===== config.mk =====
export PLATFORM = sky130hd
export DESIGN_NAME = carbon_mmio_ctrl
export DESIGN_NICKNAME = d
export VERILOG_FILES = /design/src/rtl/carbon_memmap_pkg.sv /design/src/rtl/carbon_sync_fifo.sv /design/src/rtl/carbon_mmio_ctrl.sv
export SDC_FILE = /design/constraint.sdc
export NUM_CORES = 1
export LEC_CHECK = 0
export ABC_AREA = 1
export BUFFER_PORTS_ARGS = -buffer_cell sky130_fd_sc_hd__buf_2
export CORE_UTILIZATION = 60
export DETAILED_ROUTE_END_ITERATION = 8
export PLACE_DENSITY_LB_ADDON = 0.2
export SLEW_MARGIN = 10
export SYNTH_ARGS = -nofsm -noshare
export SYNTH_HDL_FRONTEND = slang
export SYNTH_HIERARCHICAL = 1
export SYNTH_SLANG_ARGS = --single-unit

===== constraint.sdc =====
create_clock -name clk -period 8.4 [get_ports clk]
set_clock_uncertainty 0.05 [all_clocks]
set_input_delay 1.26 -clock clk [delete_from_list [all_inputs] [get_ports clk]]
set_output_delay 1.26 -clock clk [all_outputs]
set_load 0.1 [all_outputs]

===== src/rtl/carbon_memmap_pkg.sv =====
// Shared system memory-map definitions: MMIO register offsets, signature value,
// status register layout and the register decode selector.
package carbon_memmap_pkg;

    localparam logic [7:0] CARBON_MMIO_SIG_OFF       = 8'h00;
    localparam logic [7:0] CARBON_MMIO_POWEROFF_OFF  = 8'h04;
    localparam logic [7:0] CARBON_MMIO_UART_TX_OFF   = 8'h08;
    localparam logic [7:0] CARBON_MMIO_UART_STAT_OFF = 8'h0C;
    localparam logic [7:0] CARBON_MMIO_SCRATCH_OFF   = 8'h10;

    localparam logic [31:0] CARBON_MMIO_SIGNATURE_VAL = 32'h4341_5242;

    localparam int unsigned CARBON_MMIO_STAT_FULL_BIT  = 0;
    localparam int unsigned CARBON_MMIO_STAT_EMPTY_BIT = 1;
    localparam int unsigned CARBON_MMIO_STAT_OVF_BIT   = 2;
    localparam int unsigned CARBON_MMIO_STAT_LEVEL_LSB = 8;

    typedef struct packed {
        logic [15:0] rsvd_hi;
        logic [7:0]  level;
        logic [4:0]  rsvd_lo;
        logic        overflow;
        logic        empty;
        logic        full;
    } carbon_mmio_status_t;

    typedef enum logic [2:0] {
        REG_SIG,
        REG_POWEROFF,
        REG_UART_TX,
        REG_UART_STAT,
        REG_SCRATCH,
        REG_NONE
    } carbon_mmio_reg_e;

endpackage


===== src/rtl/carbon_sync_fifo.sv =====
// Single-clock circular FIFO with extra-MSB pointers; head entry is read
// combinationally so the consumer sees data in the same cycle it becomes valid.
module carbon_sync_fifo #(
    parameter int unsigned WIDTH = 8,
    parameter int unsigned DEPTH = 8
) (
    input  logic                       clk,
    input  logic                       rst,
    input  logic                       push,
    input  logic [WIDTH-1:0]           push_data,
    input  logic                       pop,
    output logic [WIDTH-1:0]           pop_data,
    output logic                       full,
    output logic                       empty,
    output logic [$clog2(DEPTH):0]     level
);

    localparam int unsigned AW = $clog2(DEPTH);

    logic [WIDTH-1:0] mem [DEPTH];
    logic [AW:0]      wptr;
    logic [AW:0]      rptr;

    assign empty    = (wptr == rptr);
    assign full     = (wptr[AW] != rptr[AW]) && (wptr[AW-1:0] == rptr[AW-1:0]);
    assign level    = wptr - rptr;
    assign pop_data = mem[rptr[AW-1:0]];

    always_ff @(posedge clk or posedge rst) begin
        if (rst) begin
            wptr <= '0;
            rptr <= '0;
            for (int unsigned i = 0; i < DEPTH; i++) begin
                mem[i] <= '0;
            end
        end else begin
            // full/empty come from registered pointers, so a same-cycle pop
            // never makes room for a push into a full FIFO
            if (push && !full) begin
                mem[wptr[AW-1:0]] <= push_data;
                wptr              <= wptr + 1'b1;
            end
            if (pop && !empty) begin
                rptr <= rptr + 1'b1;
            end
        end
    end

endmodule


===== src/rtl/carbon_mmio_ctrl.sv =====
// System MMIO register block: signature, power-off, buffered UART TX, status and
// scratch registers behind a single-outstanding valid/ready request/response port.
module carbon_mmio_ctrl
    import carbon_memmap_pkg::*;
#(
    parameter int unsigned       ADDR_W        = 32,
    parameter logic [ADDR_W-1:0] MMIO_BASE     = 32'h0000_F000,
    parameter logic [ADDR_W-1:0] MMIO_MASK     = 32'hFFFF_FF00,
    parameter logic [31:0]       SIGNATURE     = CARBON_MMIO_SIGNATURE_VAL,
    parameter int unsigned       TX_DEPTH      = 8,
    parameter bit                STALL_ON_FULL = 1'b1
) (
    input  logic              clk,
    input  logic              rst,
    input  logic              req_valid,
    output logic              req_ready,
    input  logic [ADDR_W-1:0] req_addr,
    input  logic              req_write,
    input  logic [31:0]       req_wdata,
    input  logic [3:0]        req_wstrb,
    output logic              rsp_valid,
    input  logic              rsp_ready,
    output logic [31:0]       rsp_rdata,
    output logic              rsp_err,
    output logic              tx_valid,
    input  logic              tx_ready,
    output logic [7:0]        tx_data,
    output logic              poweroff_req,
    output logic [7:0]        poweroff_code
);

    localparam int unsigned LVL_W = $clog2(TX_DEPTH) + 1;

    logic [ADDR_W-1:0]   offset;
    carbon_mmio_reg_e    sel_reg;
    logic                accept;
    logic                tx_write;
    logic                stall;
    logic                fifo_push;
    logic                fifo_full;
    logic                fifo_empty;
    logic [LVL_W-1:0]    fifo_level;
    logic                overflow;
    logic [31:0]         scratch;
    logic [31:0]         rdata_next;
    logic                err_next;
    carbon_mmio_status_t status;

    assign offset = req_addr & ~MMIO_MASK & {{(ADDR_W-2){1'b1}}, 2'b00};

    always_comb begin
        sel_reg = REG_NONE;
        if ((req_addr & MMIO_MASK) == MMIO_BASE) begin
            case (offset)
                ADDR_W'(CARBON_MMIO_SIG_OFF):       sel_reg = REG_SIG;
                ADDR_W'(CARBON_MMIO_POWEROFF_OFF):  sel_reg = REG_POWEROFF;
                ADDR_W'(CARBON_MMIO_UART_TX_OFF):   sel_reg = REG_UART_TX;
                ADDR_W'(CARBON_MMIO_UART_STAT_OFF): sel_reg = REG_UART_STAT;
                ADDR_W'(CARBON_MMIO_SCRATCH_OFF):   sel_reg = REG_SCRATCH;
                default:                            sel_reg = REG_NONE;
            endcase
        end
    end

    assign tx_write  = req_valid && req_write && (sel_reg == REG_UART_TX) && req_wstrb[0];
    assign stall     = STALL_ON_FULL && tx_write && fifo_full;
    // a response being consumed this cycle frees the slot for a new accept
    assign req_ready = !(rsp_valid && !rsp_ready) && !stall;
    assign accept    = req_valid && req_ready;
    assign fifo_push = accept && tx_write && !fifo_full;

    always_comb begin
        status          = '0;
        status.full     = fifo_full;
        status.empty    = fifo_empty;
        status.overflow = overflow;
        status.level    = 8'(fifo_level);
    end

    always_comb begin
        rdata_next = '0;
        err_next   = (sel_reg == REG_NONE);
        if (!req_write) begin
            case (sel_reg)
                REG_SIG:       rdata_next = SIGNATURE;
                REG_POWEROFF:  rdata_next = {16'h0, poweroff_code, 7'h0, poweroff_req};
                REG_UART_STAT: rdata_next = status;
                REG_SCRATCH:   rdata_next = scratch;
                default:       rdata_next = '0;
            endcase
        end
    end

    always_ff @(posedge clk or posedge rst) begin
        if (rst) begin
            rsp_valid     <= 1'b0;
            rsp_rdata     <= '0;
            rsp_err       <= 1'b0;
            poweroff_req  <= 1'b0;
            poweroff_code <= '0;
            overflow      <= 1'b0;
            scratch       <= '0;
        end else begin
            if (accept) begin
                rsp_valid <= 1'b1;
                rsp_rdata <= rdata_next;
                rsp_err   <= err_next;
            end else if (rsp_valid && rsp_ready) begin
                rsp_valid <= 1'b0;
                rsp_rdata <= '0;
                rsp_err   <= 1'b0;
            end

            if (accept && req_write) begin
                case (sel_reg)
                    REG_POWEROFF: begin
                        if (!poweroff_req && req_wstrb[0] && req_wdata[0]) begin
                            poweroff_req <= 1'b1;
                            if (req_wstrb[1]) begin
                                poweroff_code <= req_wdata[15:8];
                            end
                        end
                    end
                    REG_UART_TX: begin
                        if (!STALL_ON_FULL && req_wstrb[0] && fifo_full) begin
                            overflow <= 1'b1;
                        end
                    end
                    REG_UART_STAT: begin
                        if (req_wstrb[0] && req_wdata[2]) begin
                            overflow <= 1'b0;
                        end
                    end
                    REG_SCRATCH: begin
                        for (int unsigned i = 0; i < 4; i++) begin
                            if (req_wstrb[i]) begin
                                scratch[8*i +: 8] <= req_wdata[8*i +: 8];
                            end
                        end
                    end
                    default: ;
                endcase
            end
        end
    end

    carbon_sync_fifo #(
        .WIDTH (8),
        .DEPTH (TX_DEPTH)
    ) u_tx_fifo (
        .clk       (clk),
        .rst       (rst),
        .push      (fifo_push),
        .push_data (req_wdata[7:0]),
        .pop       (tx_ready),
        .pop_data  (tx_data),
        .full      (fifo_full),
        .empty     (fifo_empty),
        .level     (fifo_level)
    );

    assign tx_valid = !fifo_empty;

endmodule


==> run metrics <==
Post-synth ARST share=1.00; CTS tree=done; initial antenna violation count=1; synthesized area per cell=just under 8 um^2; worst skew pair latency=420 ps; ANT nets after route=0; status=finished, final reports clean; Min-Delay Path Class=flop to flop; top cell type by total area after synthesis=dfrtp_1; Slew headroom=0.378; Post-synth top cells=nand2_1, dfrtp_1, inv_1, nand4_1, nand3_1; Reg2Reg Capture Point=u_tx_fifo/mem[43]; H-tree depth=4; max-cap check violation count=0; post-CTS setup buffer count=0; FF+latch count, synth=approximately 150; die height=between 100 and 150 um; DP Cell Count=roughly 1.2k; Worst Path Arrival=3160 ps; pin count of the biggest net entering global routing=between 70 and 80; Area Overhead vs Synth=15.7%; hold path endpoint=u_tx_fifo/mem[61]; Die ar.=between 10000 and 15000 um^2; Final #Nets=between 1k and 1.5k; HPWL reported at the end of detailed placement=around 13000 um; share of cells above drive strength 1=0.195; Slowest-stage cell, CP=dfrtp_1; Post-synth EDFFs=0; VDD IR max=about 0.11 mV; Synth Flop Type=dfrtp_1; Post-Layout Cell Count=~1.3k; first-pass GRT wire length=about 32000 um; fmax=between 200 and 250 MHz; Synth Instances=989; Power, Total=roughly 1.7 mW; Slew Viols, Final=0; most frequent cell after synthesis=nand2_1; P per Cell Area=186 nW/um^2; Seq/Total Area, Yosys=0.476; GRT Total Usage=0.316; CTS Buffer Depth=2; PortBufs=124; Vias=7198; I/O pins=approximately 130; setup violators final=0; WP buf/inv=4; Critical Path, Cell by Cell=inv_2, ha_1, nand2_1, nor2_2, nand2_2, inv_2, nand4_4, nand2_1, inv_1, buf_2; Crit Path Class=flop to primary output; die width=116 um; worst reg2reg path depth=15; area share of the largest cell type after synthesis=0.476; LEAKAGE=slightly below 5 nW; CTS hold repair buffers=0; Clock Sinks=approximately 150; WL/cell=15.4 um; Req. time, crit path=slightly above 7000 ps; post-cts sizing count=0; Synth area leaders=dfrtp_1, nand2_1, nand4_1; Routed WL=slightly below 20000 um; type of origin of the critical path=flop; CORE AREA=~13000 um^2; Hold Vio Cnt, Final=0; Mapped Nets=~1.1k; vias in the first global route=approximately 6.6k; CP peak stage delay=950 ps; cts bufs inserted=17; Initial Utilization=0.613; Worst Hold Depth=2; clock-pin slew on the worst setup and hold paths=roughly 60 ps; register area=approximately 3700 um^2; fillers=between 1k and 1.5k; initial DRC count=878; GP Congestion=0.822; Yosys cell types=39; via/cell ratio=around 5.7; minimum clock period=about 4500 ps; Syn. warnings=6; final worst-path cycle share=0.532; Worst setup EP type=primary output; DR pass1 iterations=5; Cell Rows=41; Tightest Pin Transition=slightly above 900 ps; setup TNS=0 ps; post-synthesis cell area=slightly below 8000 um^2; RSZ-0062 raised after global routing=false; maximum fanout along the worst path=21; DRC=0; clk root buf=clkbuf_16; Worst path top cell family by delay=flip-flops; total grt overflow=0; worst hold start=u_tx_fifo/mem[61]; Multi-input gate area=between 3000 and 4000 um^2; worst reg2reg setup slack=between 4000 and 5000 ps; worst r2r src=u_tx_fifo/rptr[1]
-- cell families (layout without fill, tap and decap cells) --
| group | Yosys count | count (layout) | synth area share |
|---|---|---|---|
| simple gates | 600 | 600 | 0.353 |
| flops | 147 | 147 | 0.476 |
| buf+inv | 137 | 248 | 0.0880 |
| compound gates | 94 | 94 | 0.0670 |
| fa+ha+maj | 6 | 6 | 0.0107 |
| xor+xnor | 5 | 5 | 0.00566 |
| other cells | 0 | 1 | 0 |
-- sequential cells by signal (all words and copies together), names as in the netlist --
register / count
scratch: 32
rsp_valid: 1
poweroff_code: 8
rsp_err: 1
u_tx_fifo/rptr: 4
u_tx_fifo/wptr: 4
u_tx_fifo/mem: 64
poweroff_req: 1
rsp_rdata: 32
-- tightest hold or removal path: stages (launching register included) --
cell	delay, ps
dfrtp_1	340
nand2_1	50
nand2_1	40
-- stage by stage --
stage	setup WS [ps]	hold WS (ps)	cell area (um^2)	util
floorplan	4570	387	7730	-
global placement	4200	398	8270	0.655
detailed placement	4120	403	8270	0.655
CTS	3970	418	8950	0.709
global route	3750	432	8950	0.709
finish	3930	417	8950	0.709
-- placed cells by master, fill, tap and decap left out, types with 5 or more instances in the layout --
cell type / instances
buf_4: 6
nand3_1: 60
o21ai_0: 35
nand3_2: 7
o21ai_1: 26
inv_2: 15
o21bai_1: 8
clkbuf_16: 17
nor2_1: 49
nand2_1: 385
nor2_2: 6
inv_1: 67
o22ai_1: 16
nor2_4: 7
dfrtp_1: 147
nand4_1: 69
ha_1: 5
buf_2: 124
nand2_2: 5
a21oi_1: 7
bufinv_16: 6
-- worst max-delay path by stage --
| stage | start | to | cells past startpoint |
|---|---|---|---|
| after global placement | u_tx_fifo/rptr[1] | u_tx_fifo/mem[49] | 15 |
| after detailed placement | u_tx_fifo/rptr[1] | u_tx_fifo/mem[48] | 15 |
| after floorplan | req_write | req_ready | 8 |
| after CTS | u_tx_fifo/rptr[1] | req_ready | 10 |
| after global routing | u_tx_fifo/rptr[1] | u_tx_fifo/mem[50] | 15 |
| final | u_tx_fifo/rptr[1] | req_ready | 10 |
-- area by class of cell --
type                       instances  share of cell area
sequential                       147               0.411
multi-input combinational        705               0.377
timing repair buffer             130              0.0744
clock buffer                      17              0.0475
inverter                          86              0.0369
clock inverter                    15              0.0285
tap                              172              0.0240
antenna                            1            0.000280
-- layer usage --
metal,vias to the layer above,GRT usage,share of wire
met3,37,0.0622,0.075
met5,-,0,0
met2,315,0.488,0.47
met4,0,0.123,0.022
met1,3423,0.440,0.44
li1,3423,-,-
-- power breakdown --
| group | switching, mW | internal (mW) |
|---|---|---|
| combinational | 0.0693 | 0.0211 |
| sequential | 0.000992 | 0.709 |
| clock | 0.307 | 0.560 |
| total | 0.377 | 1.29 |
Power figures use the tool's default switching activity.
